### config.mk
export PLATFORM = sky130hd
export DESIGN_NAME = vc_skid_reg
export DESIGN_NICKNAME = d
export VERILOG_FILES = /design/src/rtl/vc_skid_reg.sv
export SDC_FILE = /design/constraint.sdc
export NUM_CORES = 1
export LEC_CHECK = 0
export ABC_AREA = 1
export CAP_MARGIN = 20
export CORE_ASPECT_RATIO = 0.7
export CORE_UTILIZATION = 45
export CTS_BUF_LIST = sky130_fd_sc_hd__clkbuf_8
export DETAILED_ROUTE_END_ITERATION = 16
export PLACE_DENSITY = 0.73
export SLEW_MARGIN = 20
export SYNTH_ARGS = -nofsm -noshare
export SYNTH_HDL_FRONTEND = slang
export SYNTH_SLANG_ARGS = --single-unit
### constraint.sdc
create_clock -name clk -period 4.25 [get_ports clk]
set_input_delay 0.425 -clock clk [delete_from_list [all_inputs] [get_ports clk]]
set_output_delay 0.425 -clock clk [all_outputs]
set_load 0.005 [all_outputs]
### src/rtl/vc_skid_reg.sv
// Two-entry skid register: full-throughput valid/ready stage with registered recv_rdy.
// Optional flush port enabled by defining VC_SKID_REG_SQUASH_EN.
module vc_skid_reg #(
    parameter int p_nbits = 32
) (
    input  logic               clk,
    input  logic               reset,
`ifdef VC_SKID_REG_SQUASH_EN
    input  logic               squash,
`endif
    input  logic               recv_val,
    output logic               recv_rdy,
    input  logic [p_nbits-1:0] recv_msg,
    output logic               send_val,
    input  logic               send_rdy,
    output logic [p_nbits-1:0] send_msg,
    output logic [1:0]         count
);

    typedef enum logic [1:0] {
        EMPTY = 2'd0,
        ONE   = 2'd1,
        FULL  = 2'd2
    } state_t;

    state_t             state;
    logic [p_nbits-1:0] main_q;
    logic [p_nbits-1:0] skid_q;
    logic               recv_go;
    logic               send_go;

    // Handshake flags come from registered state only; send_rdy never
    // reaches recv_rdy, so the upstream path stays a clean register output.
`ifdef VC_SKID_REG_SQUASH_EN
    assign recv_rdy = ~reset & ~squash & (state != FULL);
    assign send_val = ~squash & (state != EMPTY);
`else
    assign recv_rdy = ~reset & (state != FULL);
    assign send_val = (state != EMPTY);
`endif

    assign recv_go  = recv_val & recv_rdy;
    assign send_go  = send_val & send_rdy;
    assign send_msg = main_q;
    assign count    = state;

    // Occupancy FSM plus main/skid data movement.
    always_ff @(posedge clk or posedge reset) begin
        if (reset) begin
            state  <= EMPTY;
            main_q <= '0;
            skid_q <= '0;
        end else
`ifdef VC_SKID_REG_SQUASH_EN
        if (squash) begin
            state <= EMPTY;
        end else
`endif
        begin
            case (state)
                EMPTY: begin
                    if (recv_go) begin
                        main_q <= recv_msg;
                        state  <= ONE;
                    end
                end
                ONE: begin
                    if (recv_go && send_go) begin
                        main_q <= recv_msg;
                    end else if (recv_go) begin
                        skid_q <= recv_msg;
                        state  <= FULL;
                    end else if (send_go) begin
                        state  <= EMPTY;
                    end
                end
                FULL: begin
                    if (send_go) begin
                        main_q <= skid_q;
                        state  <= ONE;
                    end
                end
                default: state <= EMPTY;
            endcase
        end
    end

endmodule

==> flow_summary.ini <==
[setup_path]
critPathArrivalTime_ns = 3.06
path_cells = inv_2 > nand2_2 > nand3_4 > o21bai_4 > nand2_2 > nand2_1 > nand2_1
cp.required_ns = 4.48
max_stage_delay_ns = 0.76
path_class = reg -> reg
rrSetupSlack_ns = 1.42
reg2reg_to = send_msg[13]$_DFFE_PP0P_
slowest_stage = nand2_2
path_max_fanout = 66
cp_top_family = simple AND/OR/NAND/NOR gates
critPathLaunchType = flip-flop
crit_buf_inv = 1
reg2regPathDepth = 7
r2r-start = count[0]$_DFFE_PP0P_
end_kind = flip-flop

[logic_synthesis]
yosysSeqAreaShare = 0.545
ys_seq_elements = 66
synth_xor_area_frac = 0
synth_mux_area_frac = 0
synth-async-reset-ratio = 1.00
syn_area_per_cell_sq_um = 8.27
synth-simple-area-share = 0.235
syn_area_sq_mm = 0.00303
synthAdderAreaFrac = 0
syn_nets = 402
syn_inst = 366
synth.distinct_cells = 20
synth_warnings = 0
synth_compound_area_frac = 0.122
synth-edff-count = 0
synth_top_family_by_area = simple AND/OR/NAND/NOR gates
synth_flop_cell = dfrtp_1

[cts]
cts_made_buffers = 9
numClockSinks = 66
cts_max_level = 3
clock_path_buffers = 2
cts_tree = done
clkLatencyLatePin_ns = 0.34
postCtsHoldBufs = 0
cts_resized = 0
cts.clk_slew.worst_paths_ns = 0.07
root_buffer = clkbuf_8
cts_setup_buffers = 0

[place]
io_buffers = 71
dpl_worst_slack_ns = 1.45
gp_congestion = 0.755
hpwl_mm = 4.49

[timing]
fin_ws_ns = 1.42
setup_violations = 0
worst_slew_pin_slew_ns = 1.04
fin_crit_sh = 0.667
slew_viol_final = 0
max_freq_mhz = 353
fin_skew_ns = 0.00760
rsz0062_at_grt = false
slew_headroom = 0.302
hold_viol = 0
tns_ns = 0
finalCriticalPeriod_ns = 2.83

[global_route]
overflow = 0
grt_pass1_wl_mm = 11.5
antenna_found_initial = 0
grt_usage = 0.210
grt_pass1_vias = 2419
grt_max_degree = 67

[worst_hold_path]
hold_start = send_msg[20]$_DFFE_PP0P_
hold_depth = 2
hold_end = send_msg[20]$_DFFE_PP0P_
min_path_type = reg -> reg

[final_layout]
nets = 466
final_layout_size_suffix_gt1_frac = 0.0647
antenna_cells = 0
syn_to_final_growth_pct = 28.8
final_util = 0.613

[detailed_routing]
drc_errors = 0
antenna_left = 0
drt_pass1_iterations = 5
routed_wl_mm = 6.82
vias_per_cell = 4.80
post_drt_wl_per_cell_um = 13.0
num_vias = 2515
drt_iter0_drc = 149

[floorplanning]
die_x_um = 100
ios = 72
std_cell_rows = 24
initial_core_util = 0.476
dieArea_sq_mm = 0.00707
fp.coreArea_sq_mm = 0.00637
die_y_um = 70.6

[pwr]
power_density_mw_per_mm2 = 662
fin_total_pwr_mw = 2.58
p_leak_nw = 1.91
ir_drop_mv = 0.322

[run_status]
status = finished, final reports clean

[job]
drv_cap = 0
==> per-stage QoR <==
stage                     hold WS [ns]  instances  area [sq um]
after floorplan                  0.465        366          3030
after global routing             0.494        524          3900
after global placement           0.454        510          3740
after detailed placement         0.458        510          3740
after CTS                        0.476        524          3900
final                            0.470        524          3900
==> synth_stat cells (2+ instances only) <==
library cell / number / share of area
a21oi_1: 2 / 0.0033
buf_2: 10 / 0.017
buf_4: 3 / 0.0074
buf_6: 6 / 0.022
clkbuf_1: 4 / 0.0050
dfrtp_1: 66 / 0.55
inv_1: 36 / 0.045
nand2_1: 129 / 0.16
nand2_2: 2 / 0.0041
nand3_1: 32 / 0.053
nor2_1: 4 / 0.0050
o21ai_0: 43 / 0.071
o21ai_1: 22 / 0.036
==> power breakdown <==
part           switching, mW  leakage, nW  internal [mW]
registers              0.129        0.808          0.936
clock network          0.226       0.0852          0.217
logic                  0.555         1.01          0.517
==> tightest hold or removal path, delay by kind of cell (launching register included) <==
kind	cells	cell delay (ns)
and+or+nand+nor	2	0.09
DFF	1	0.34
==> per-layer routing <==
metal  global-route usage  routed length [um]  up-vias
met2                0.301                2890       73
met4               0.0548                  65        0
met1                0.309                3470     1152
met5                    0                   0        -
li1                     -                   -     1281
met3               0.0662                 387        9
==> layout by cell type (no fill, tap or decap) <==
master	instances
inv_2	2
a21oi_4	1
clkinvlp_4	1
nor2_2	1
a21oi_1	2
buf_4	5
o21bai_4	1
nor3_4	1
nand3_4	1
dfrtp_1	66
inv_1	36
or2_2	1
clkinv_2	2
clkdlybuf4s50_1	71
nand2_2	2
nor2_1	4
o21ai_0	43
nand2_1	129
o21ai_1	22
nand3_1	32
clkbuf_8	10
==> state kept, by name, summed over array words and instances, names as in the netlist <==
| register | cells |
|---|---|
| skid_q | 32 |
| send_msg | 32 |
| count | 2 |
==> area by class of cell <==
type                    count  area (sq um)
flip-flops and latches     66          1650
multi-input cells         240          1090
well taps                  91           114
clock buffers              10           138
repair buffers             76           748
inverters                  37           139
clock inverters             4          21.3
fillers                   584          2470
==> cells by family after synthesis <==
logic type | Yosys count
and+or+nand+nor | 171
AOI/OAI and AO/OA | 69
DFF | 66
buffers and inverters | 60
==> worst max-delay path by stage <==
| stage | start | cells after the start | end | slack (ns) |
|---|---|---|---|---|
| 2_1_floorplan | reset | 7 | send_msg[0]$_DFFE_PP0P_ | 1.41 |
| 3_3_place_gp | count[0]$_DFFE_PP0P_ | 7 | send_msg[21]$_DFFE_PP0P_ | 1.56 |
| 3_5_place_dp | count[0]$_DFFE_PP0P_ | 7 | send_msg[13]$_DFFE_PP0P_ | 1.45 |
| 4_1_cts | count[0]$_DFFE_PP0P_ | 7 | send_msg[13]$_DFFE_PP0P_ | 1.43 |
| 5_1_grt | count[0]$_DFFE_PP0P_ | 7 | send_msg[11]$_DFFE_PP0P_ | 1.11 |
| 6_report | count[0]$_DFFE_PP0P_ | 7 | send_msg[13]$_DFFE_PP0P_ | 1.42 |
No activity file was read; power rests on OpenSTA's default activity.
